`config.mk`:
```
export PLATFORM = sky130hd
export DESIGN_NAME = gate_sweep_ctrl
export DESIGN_NICKNAME = d
export VERILOG_FILES = /design/src/rtl/gate_sweep_ctrl.sv
export SDC_FILE = /design/constraint.sdc
export NUM_CORES = 1
export LEC_CHECK = 0
export CAP_MARGIN = 25
export CORE_ASPECT_RATIO = 0.7
export CORE_MARGIN = 1
export CORE_UTILIZATION = 30
export DETAILED_ROUTE_END_ITERATION = 10
export PLACE_DENSITY = 0.47
export SLEW_MARGIN = 20
export SYNTH_ARGS = -nofsm -noshare
export SYNTH_HDL_FRONTEND = slang
export SYNTH_SLANG_ARGS = --single-unit
```
`constraint.sdc`:
```
create_clock -name clk -period 4.8 [get_ports clk]
set_clock_uncertainty 0.1 [all_clocks]
set_input_delay 1.2 -clock clk [delete_from_list [all_inputs] [get_ports clk]]
set_output_delay 1.2 -clock clk [all_outputs]
set_load 0.01 [all_outputs]
```
`src/rtl/gate_sweep_ctrl.sv`:
```
// Clocked sweep of a 2-input gate through {x,y} = 00,01,10,11.
// Each combination settles, then is sampled and compared against EXPECT.
module gate_sweep_ctrl #(
  parameter logic [3:0]  EXPECT = 4'b1001,
  parameter int unsigned SETTLE = 2
) (
  input  logic       clk,
  input  logic       reset,
  input  logic       start,
  input  logic       s_in,
  output logic       x,
  output logic       y,
  output logic       busy,
  output logic       done,
  output logic       pass,
  output logic [3:0] result,
  output logic [3:0] fail_mask
);

  typedef enum logic [1:0] {S_IDLE, S_SETTLE, S_SAMPLE, S_DONE} state_t;

  // Counter counts down to zero, so SETTLE cycles need a load of SETTLE-1.
  localparam logic [3:0] SETTLE_LD = 4'(SETTLE - 1);

  state_t     state_q, state_d;
  logic [1:0] idx_q, idx_d;
  logic [3:0] cnt_q, cnt_d;
  logic       x_q, x_d, y_q, y_d;
  logic       busy_q, busy_d, done_q, done_d, pass_q, pass_d;
  logic [3:0] result_q, result_d, fail_q, fail_d;

  assign x         = x_q;
  assign y         = y_q;
  assign busy      = busy_q;
  assign done      = done_q;
  assign pass      = pass_q;
  assign result    = result_q;
  assign fail_mask = fail_q;

  always_comb begin
    state_d  = state_q;
    idx_d    = idx_q;
    cnt_d    = cnt_q;
    x_d      = x_q;
    y_d      = y_q;
    busy_d   = busy_q;
    done_d   = 1'b0;
    pass_d   = pass_q;
    result_d = result_q;
    fail_d   = fail_q;
    unique case (state_q)
      S_IDLE, S_DONE: begin
        state_d = S_IDLE;
        busy_d  = 1'b0;
        if (start) begin
          state_d  = S_SETTLE;
          busy_d   = 1'b1;
          idx_d    = 2'd0;
          x_d      = 1'b0;
          y_d      = 1'b0;
          cnt_d    = SETTLE_LD;
          pass_d   = 1'b0;
          result_d = 4'd0;
          fail_d   = 4'd0;
        end
      end
      S_SETTLE: begin
        if (cnt_q == 4'd0) state_d = S_SAMPLE;
        else               cnt_d   = cnt_q - 4'd1;
      end
      S_SAMPLE: begin
        result_d[idx_q] = s_in;
        fail_d[idx_q]   = s_in ^ EXPECT[idx_q];
        if (idx_q != 2'd3) begin
          idx_d   = idx_q + 2'd1;
          x_d     = idx_d[1];
          y_d     = idx_d[0];
          cnt_d   = SETTLE_LD;
          state_d = S_SETTLE;
        end else begin
          // pass reflects the mask including the sample just taken
          state_d = S_DONE;
          busy_d  = 1'b0;
          done_d  = 1'b1;
          pass_d  = (fail_d == 4'd0);
        end
      end
      default: state_d = S_IDLE;
    endcase
  end

  always_ff @(posedge clk) begin
    if (reset) begin
      state_q  <= S_IDLE;
      idx_q    <= 2'd0;
      cnt_q    <= 4'd0;
      x_q      <= 1'b0;
      y_q      <= 1'b0;
      busy_q   <= 1'b0;
      done_q   <= 1'b0;
      pass_q   <= 1'b0;
      result_q <= 4'd0;
      fail_q   <= 4'd0;
    end else begin
      state_q  <= state_d;
      idx_q    <= idx_d;
      cnt_q    <= cnt_d;
      x_q      <= x_d;
      y_q      <= y_d;
      busy_q   <= busy_d;
      done_q   <= done_d;
      pass_q   <= pass_d;
      result_q <= result_d;
      fail_q   <= fail_d;
    end
  end

endmodule

```
==> flow_summary_export.csv, run 1 <==
group,metric,value,unit
hold_path,hold_class,"reg -> reg",
final_layout,fin_nets,154,
sta,tightest_slew,651,ps
cts,clock_sinks,19,
cts,postCtsSetupRepairBufs,0,
drt,drt-initial-drc-count,55,
placement,pre_cts_ws,2040,ps
yosys,synth-edff-count,0,
yosys,seq_area_frac_synth,35.8,%
yosys,ys_types,41,
final_layout,n_antenna_cell,0,
critical_path,cp-start-kind,"flop",
critical_path,endpoint_kind,"output port",
critical_path,worstSetupPathType,"reg -> out",
drt,ant_nets,0,
floorplanning,rows,17,
flow_run,cap_violations,0,
floorplanning,die_height,51.8,um
global_routing,grt_max_degree,19,
cts,root_buffer,"clkbuf_8",
sta,setup_viol,0,
sta,max-slew-margin-rel,56.5,%
sta,tns,0,ps
floorplanning,ios,17,
global_routing,grt_antenna_before_repair,0,
global_routing,grt_pass1_wl,4.11,mm
drt,routed_wl,2.42,mm
drt,drtPass1Iterations,4,
critical_path,path_delay_family,"buffers and inverters",
global_routing,grt_pass1_vias,836,
placement,portBuffers,16,
yosys,synth_top_area_cell,"dfxtp_1",
yosys,ys.flop_type,"dfxtp_1",
sta,fmax,387,MHz
yosys,post-synth-top-count-cell,"dfxtp_1",
power_and_ir_drop,leakagePower,0.000463,uW
critical_path,crit_path_cell_trace,"clkdlybuf4s50_1",
placement,place_inst,183,
cts,clock_path_buffers,2,
critical_path,slowest_delay,580,ps
critical_path,required,3500,ps
cts,cts_tree,"built",
floorplanning,die-area,0.00379,sq mm
yosys,netlist_area,0.00106,sq mm
critical_path,worst-path-buf-inv,1,
cts,cts_made_buffers,3,
sta,hold_viol,0,
yosys,syn-num-nets,138,
floorplanning,initial_core_util,32.7,%
yosys,async_reset_ff_share,0,%
yosys,syn_inst,125,
sta,post-route-min-period,2580,ps
sta,timing.final.crit_share,53.8,%
floorplanning,die_w,73.2,um
yosys,ys_ff_latch,19,
yosys,yosysWarnings,0,
sta,report.final.slew_viol_count,0,
drt,post_drt_wl_per_cell,12.9,um
yosys,avgSynthCellArea,8.51,sq um
power_and_ir_drop,ir_drop,0.000102,V
drt,vias_per_cell,4.83,
cts,clkTransAtPathRegs,70,ps
global_routing,grt_overflow_total,0,
cts,cts_resized,0,
yosys,netlist_top_cells_count,"dfxtp_1, nor2_1, inv_1, nand2_1",
cts,htree_levels,1,
yosys,synth_top_area_share,35.8,%
cts,cts_hold_buf,0,
final_layout,syn2layout_area_growth,21.9,%
sta,rsz0062_at_grt,"false",
final_layout,final_cells,187,
drt,routed-via-count,903,
global_routing,grt.total_usage,14.6,%
power_and_ir_drop,p_per_area,249,mW/mm^2
critical_path,critPathSlowestCell,"clkdlybuf4s50_1",
critical_path,crit_fanout,6,
placement,place_congestion,0.767,
sta,fin_ws,2220,ps
critical_path,reg2reg_slack,2930,ps
run_status,status,"finished, final reports clean",
floorplanning,core,0.00325,sq mm
cts,clock_latency,260,ps
placement,hpwlAfterDp,1.82,mm
yosys,synthTopCellsByArea,"dfxtp_1, ha_1, a21oi_1",
critical_path,critPathArrivalTime,1280,ps
final_layout,final_layout_size_suffix_gt1_share,9.29,%
drt,drc,0,
[layout make-up]
type | count | area, sq um
repair buffers | 16 | 160
fillers | 331 | 1960
well taps | 47 | 58.8
flip-flops and latches | 19 | 380
multi-input cells | 90 | 611
inverters | 11 | 41.3
clock buffers | 4 | 45.0
[path summary, 6_finish.rpt]
kind | cells after the start | from | end
setup / recovery | 1 | x | x
hold / removal | 2 | result[2] | result[2]
setup reg to reg | 6 | state_q[0] | fail_mask[1]
hold reg to reg | 2 | result[2] | result[2]
[registers in the layout (all words and copies together), names as in the netlist]
register   flops
x              1
pass           1
state_q        2
done           1
result         4
cnt_q          4
idx_q          1
fail_mask      4
busy           1
[report_power, final]
part	switching (uW)	internal (uW)	leakage, uW
logic	27.9	19.6	0.000287
registers	2.94	161	0.000154
clock network	52.4	59.0	0.0000228
total	83.2	240	0.000463
[cells by family after synthesis]
kind of cell	synth area share, %
xor gates and xnor gates	0.824
adders and majority gates	10.6
and+or+nand+nor	22.8
AOI/OAI and AO/OA	21.2
buffers and inverters	6.82
muxes	2.00
DFF	35.8
[through the flow]
| step | utilization (%) | hold slack (ps) | total power [uW] | area, sq um |
|---|---|---|---|---|
| after floorplan | - | 372 | 203 | 1060 |
| after global placement | 38.4 | 346 | 215 | 1250 |
| after global routing | 39.8 | 388 | 342 | 1300 |
| after CTS | 39.8 | 359 | 328 | 1300 |
| final | 39.8 | 356 | 323 | 1300 |
| after detailed placement | 38.4 | 349 | 215 | 1250 |
[placed cells by master (no fill, tap or decap), types with 2 or more instances in the layout]
| master | count |
|---|---|
| a22oi_1 | 5 |
| clkbuf_8 | 3 |
| a32oi_1 | 2 |
| o21ai_0 | 6 |
| clkdlybuf4s50_1 | 16 |
| inv_1 | 10 |
| nand3_1 | 4 |
| a21oi_1 | 9 |
| nand2_1 | 10 |
| nor2_1 | 12 |
| dfxtp_1 | 19 |
| o31ai_1 | 4 |
| nor3_2 | 2 |
| nor2b_1 | 3 |
| or2_2 | 2 |
| ha_1 | 9 |
[layer usage]
metal,vias to the layer above,track usage (%),share of wire [%]
li1,474,-,-
met1,407,21.9,57
met2,18,19.8,37
met3,4,4.26,5.2
met4,0,3.92,0.62
met5,-,0,0
(Power assumes the default switching activity.)
==> run 2: changes to the inputs <==
==> constraint.sdc (replaced) <==
create_clock -name clk -period 2.4 [get_ports clk]
set_clock_uncertainty 0.1 [all_clocks]
set_input_delay 0.6 -clock clk [delete_from_list [all_inputs] [get_ports clk]]
set_output_delay 0.6 -clock clk [all_outputs]
set_load 0.01 [all_outputs]
==> flow_summary_export.csv, run 2 (synthesis gave the netlist of run 1 again) <==
group,metric,value,unit
global_routing,grt_overflow_total,0,
drt,drtPass1Iterations,4,
global_routing,grt_pass1_wl,4.22,mm
cts,postCtsSetupRepairBufs,0,
power_and_ir_drop,leakagePower,0.000473,uW
power_and_ir_drop,p_per_area,500,mW/mm^2
critical_path,cp-start-kind,"flop",
critical_path,worst-path-buf-inv,1,
sta,max-slew-margin-rel,67.6,%
floorplanning,die_w,73.2,um
drt,post_drt_wl_per_cell,13.2,um
sta,hold_viol,0,
final_layout,final_cells,189,
final_layout,syn2layout_area_growth,23.3,%
cts,root_buffer,"clkbuf_8",
drt,drc,0,
drt,vias_per_cell,4.92,
cts,cts_hold_buf,0,
drt,routed-via-count,929,
sta,report.final.slew_viol_count,0,
floorplanning,ios,17,
final_layout,n_antenna_cell,0,
floorplanning,die_height,51.8,um
global_routing,grt_pass1_vias,868,
sta,rsz0062_at_grt,"false",
final_layout,fill_cells,335,
final_layout,final_layout_size_suffix_gt1_share,10.6,%
floorplanning,core,0.00325,sq mm
sta,setup_viol,0,
cts,clock_path_buffers,2,
drt,ant_nets,0,
final_layout,final_cell_mix,"dfxtp_1, clkdlybuf4s50_1, nor2_1, inv_1, nand2_1",
cts,cts_made_buffers,3,
power_and_ir_drop,ir_drop,0.000219,V
sta,fmax,507,MHz
placement,pre_cts_ws,257,ps
critical_path,slowest_delay,580,ps
floorplanning,die-area,0.00379,sq mm
critical_path,critPathSlowestCell,"clkdlybuf4s50_1",
sta,fin_ws,427,ps
cts,htree_levels,1,
cts,clock_latency,260,ps
critical_path,path_delay_family,"buffers and inverters",
placement,hpwlAfterDp,1.92,mm
drt,routed_wl,2.49,mm
cts,clock_sinks,19,
run_status,status,"finished, final reports clean",
cts,cts_resized,0,
placement,place_inst,185,
critical_path,endpoint_kind,"output port",
critical_path,worstSetupPathType,"reg -> out",
placement,place_congestion,0.774,
drt,drt-initial-drc-count,43,
flow_run,cap_violations,0,
floorplanning,rows,17,
sta,timing.final.crit_share,82.2,%
cts,cts_tree,"built",
global_routing,grt.total_usage,15.0,%
sta,tightest_slew,484,ps
sta,post-route-min-period,1970,ps
critical_path,required,1700,ps
global_routing,grt_antenna_before_repair,0,
critical_path,crit_fanout,6,
cts,clkTransAtPathRegs,70,ps
final_layout,final_common_cell,"dfxtp_1",
critical_path,crit_path_cell_trace,"clkdlybuf4s50_1",
critical_path,critPathArrivalTime,1270,ps
global_routing,grt_max_degree,14,
sta,tns,0,ps
hold_path,hold_class,"reg -> reg",
floorplanning,initial_core_util,32.7,%
placement,portBuffers,16,
final_layout,fin_nets,156,
-- run 2: power breakdown --
part           switching [uW]  internal [uW]
clock network             111            118
registers                5.67            322
logic                    56.9           41.4
-- run 2: layout make-up --
type	instances	area [sq um]	share of cell area (%)
clock buffers	4	45.0	3.44
inverters	11	41.3	3.15
multi-input cells	90	611	46.6
flip-flops and latches	19	380	29.0
well taps	47	58.8	4.48
repair buffers	18	175	13.4
-- run 2: final timing paths --
path / slack [ps] / startpoint / endpoint / cells after the start
min: 360 / result[1] / result[1] / 2
min reg2reg: 360 / result[1] / result[1] / 2
max reg2reg: 560 / state_q[0] / fail_mask[2] / 6
max: 430 / x / x / 1
-- run 2: stage by stage --
| step | util [%] | power (uW) | area, sq um | hold WS, ps |
|---|---|---|---|---|
| floorplan | - | 407 | 1060 | 372 |
| global route | 40.3 | 690 | 1310 | 392 |
| detailed placement | 38.9 | 433 | 1270 | 352 |
| global placement | 38.9 | 433 | 1270 | 345 |
| finish | 40.3 | 655 | 1310 | 361 |
| CTS | 40.3 | 664 | 1310 | 365 |
-- run 2: metal layers --
metal	wire, um	up-vias	global-route usage (%)
li1	-	476	-
met1	1350	431	21.4
met2	1020	20	21.8
met3	116	2	4.46
met4	7	0	3.92
met5	0	-	0
==> run 3: changes to the inputs <==
--- a/config.mk
+++ b/config.mk
@@ -10,7 +10,7 @@
 export CORE_MARGIN = 1
 export CORE_UTILIZATION = 30
 export DETAILED_ROUTE_END_ITERATION = 10
-export PLACE_DENSITY = 0.47
+export PLACE_DENSITY = 0.49
 export SLEW_MARGIN = 20
 export SYNTH_ARGS = -nofsm -noshare
 export SYNTH_HDL_FRONTEND = slang
==> constraint.sdc (replaced) <==
create_clock -name clk -period 1.6 [get_ports clk]
set_clock_uncertainty 0.1 [all_clocks]
set_input_delay 0.4 -clock clk [delete_from_list [all_inputs] [get_ports clk]]
set_output_delay 0.4 -clock clk [all_outputs]
set_load 0.01 [all_outputs]
==> flow_summary_export.csv, run 3 (synthesis gave the netlist of run 1 again) <==
group,metric,value,unit
drt,drt-initial-drc-count,43,
global_routing,grt_overflow_total,0,
placement,portBuffers,16,
drt,drc,0,
drt,vias_per_cell,4.71,
floorplanning,core,0.00325,sq mm
critical_path,crit_fanout,6,
critical_path,cp-start-kind,"flop",
final_layout,final_util,49.6,%
global_routing,grt.total_usage,15.7,%
power_and_ir_drop,p_sw,289,uW
placement,place_congestion,0.793,
final_layout,fill_cells,330,
global_routing,grt_pass1_vias,910,
floorplanning,initial_core_util,32.7,%
global_routing,grt_pass1_wl,4.41,mm
power_and_ir_drop,clockPowerShare,33.3,%
final_layout,syn2layout_area_growth,51.8,%
sta,rsz0062_at_grt,"true",
power_and_ir_drop,swShare,27.3,%
sta,hold_viol,0,
critical_path,required,1700,ps
critical_path,startpoint,"idx_q[0]",
floorplanning,die_w,73.2,um
cts,clock_latency,260,ps
critical_path,critPathArrivalTime,1650,ps
final_layout,final_layout_size_suffix_gt1_share,37.0,%
cts,cts_tree,"built",
placement,hpwlAfterDp,2.10,mm
power_and_ir_drop,ir_drop,0.000423,V
cts,cts_made_buffers,3,
hold_path,whs_endpoint,"result[2]",
power_and_ir_drop,p_per_area,656,mW/mm^2
sta,tightest_slew,333,ps
final_layout,final_cell_mix,"buf_4, dfxtp_1, dlygate4sd2_1, nor2_1, a21oi_1",
sta,timing.final.crit_share,97.0,%
sta,max-slew-margin-rel,77.8,%
hold_path,hold_class,"reg -> reg",
drt,drtPass1Iterations,4,
power_and_ir_drop,intPower,770,uW
sta,setup_viol,0,
final_layout,fin_nets,179,
critical_path,regToRegStartpoint,"idx_q[0]",
flow_run,cap_violations,0,
critical_path,worstSetupPathType,"reg -> reg",
cts,htree_levels,1,
floorplanning,ios,17,
drt,routed-via-count,999,
power_and_ir_drop,comb_power_share,20.6,%
floorplanning,die-area,0.00379,sq mm
floorplanning,die_height,51.8,um
sta,report.final.slew_viol_count,0,
final_layout,n_antenna_cell,0,
cts,clkTransAtPathRegs,80,ps
hold_path,hp-start,"result[2]",
placement,pre_cts_ws,-259,ps
drt,routed_wl,2.79,mm
sta,fmax,644,MHz
power_and_ir_drop,power.share.sequential,46.1,%
global_routing,grt_antenna_before_repair,0,
global_routing,grt_max_degree,12,
critical_path,rr_worst_depth,5,
sta,fin_ws,48.2,ps
hold_path,holdPathStages,2,
drt,post_drt_wl_per_cell,13.2,um
critical_path,endpoint_kind,"flop",
critical_path,reg2reg_slack,50,ps
drt,ant_nets,0,
critical_path,reg2reg_to,"idx_q[0]",
cts,root_buffer,"clkbuf_8",
cts,clock_sinks,19,
power_and_ir_drop,leakagePower,0.000693,uW
cts,clock_path_buffers,2,
sta,post-route-min-period,1550,ps
run_status,status,"finished, final reports clean",
floorplanning,rows,17,
final_layout,final_common_cell,"buf_4",
-- run 3: layout make-up --
cell class	count	area, sq um	share of cell area [%]
Multi-Input combinational cell	91	732	45.3
Sequential cell	19	392	24.3
Timing Repair Buffer	40	343	21.2
Tap cell	47	58.8	3.64
Clock buffer	4	45.0	2.79
Inverter	11	43.8	2.71
-- run 3: layer usage --
| layer | GRT usage (%) | routed length (um) | up-vias | share of wire (%) |
|---|---|---|---|---|
| li1 | - | - | 526 | - |
| met1 | 23.3 | 1590 | 455 | 57 |
| met5 | 0 | 0 | - | 0 |
| met3 | 4.26 | 106 | 2 | 3.8 |
| met4 | 3.92 | 16 | 0 | 0.57 |
| met2 | 21.9 | 1080 | 16 | 39 |
-- run 3: stage by stage --
stage / TNS, ps / cell area (sq um) / hold slack (ps) / power [uW] / instances
after CTS: 0 / 1500 / 360 / 1040 / 210
after detailed placement: -3320 / 1450 / 351 / 687 / 206
final: 0 / 1610 / 352 / 1060 / 212
after floorplan: 0 / 1080 / 372 / 616 / 125
after global routing: -84.1 / 1610 / 375 / 1110 / 212
after global placement: -3070 / 1450 / 343 / 685 / 206
-- run 3: worst max-delay path by stage --
stage                      to  slack (ps)  depth (start not counted)
finish               idx_q[0]          50                          5
CTS                      pass         0.2                          6
floorplan           result[3]         0.6                          6
detailed placement   idx_q[0]        -260                          5
global route         cnt_q[2]         -20                          5
global placement     idx_q[0]        -250                          5
-- run 3: repair_timing --
action                     4_1_cts  5_1_grt
buffers inserted                 0        1
hold buffers                     0        0
gates cloned                     0        1
gates resized for setup         19       29
setup endpoints to repair       24       14
pin swaps                        0       11
-- run 3: critical path: stages, from the launching register on --
cell and delay [ps]:
dfxtp_4 380, ha_1 230, buf_4 170, or3_1 340, a21oi_1 130, o21a_1 150
-- run 3: power by group through the flow --
stage | Clock [uW] | Sequential [uW] | Combinational [uW]
2_1_floorplan | 0 | 503 | 113
3_3_place_gp | 0 | 500 | 185
3_5_place_dp | 0 | 501 | 186
4_1_cts | 362 | 488 | 189
5_1_grt | 377 | 490 | 238
6_report | 353 | 488 | 218
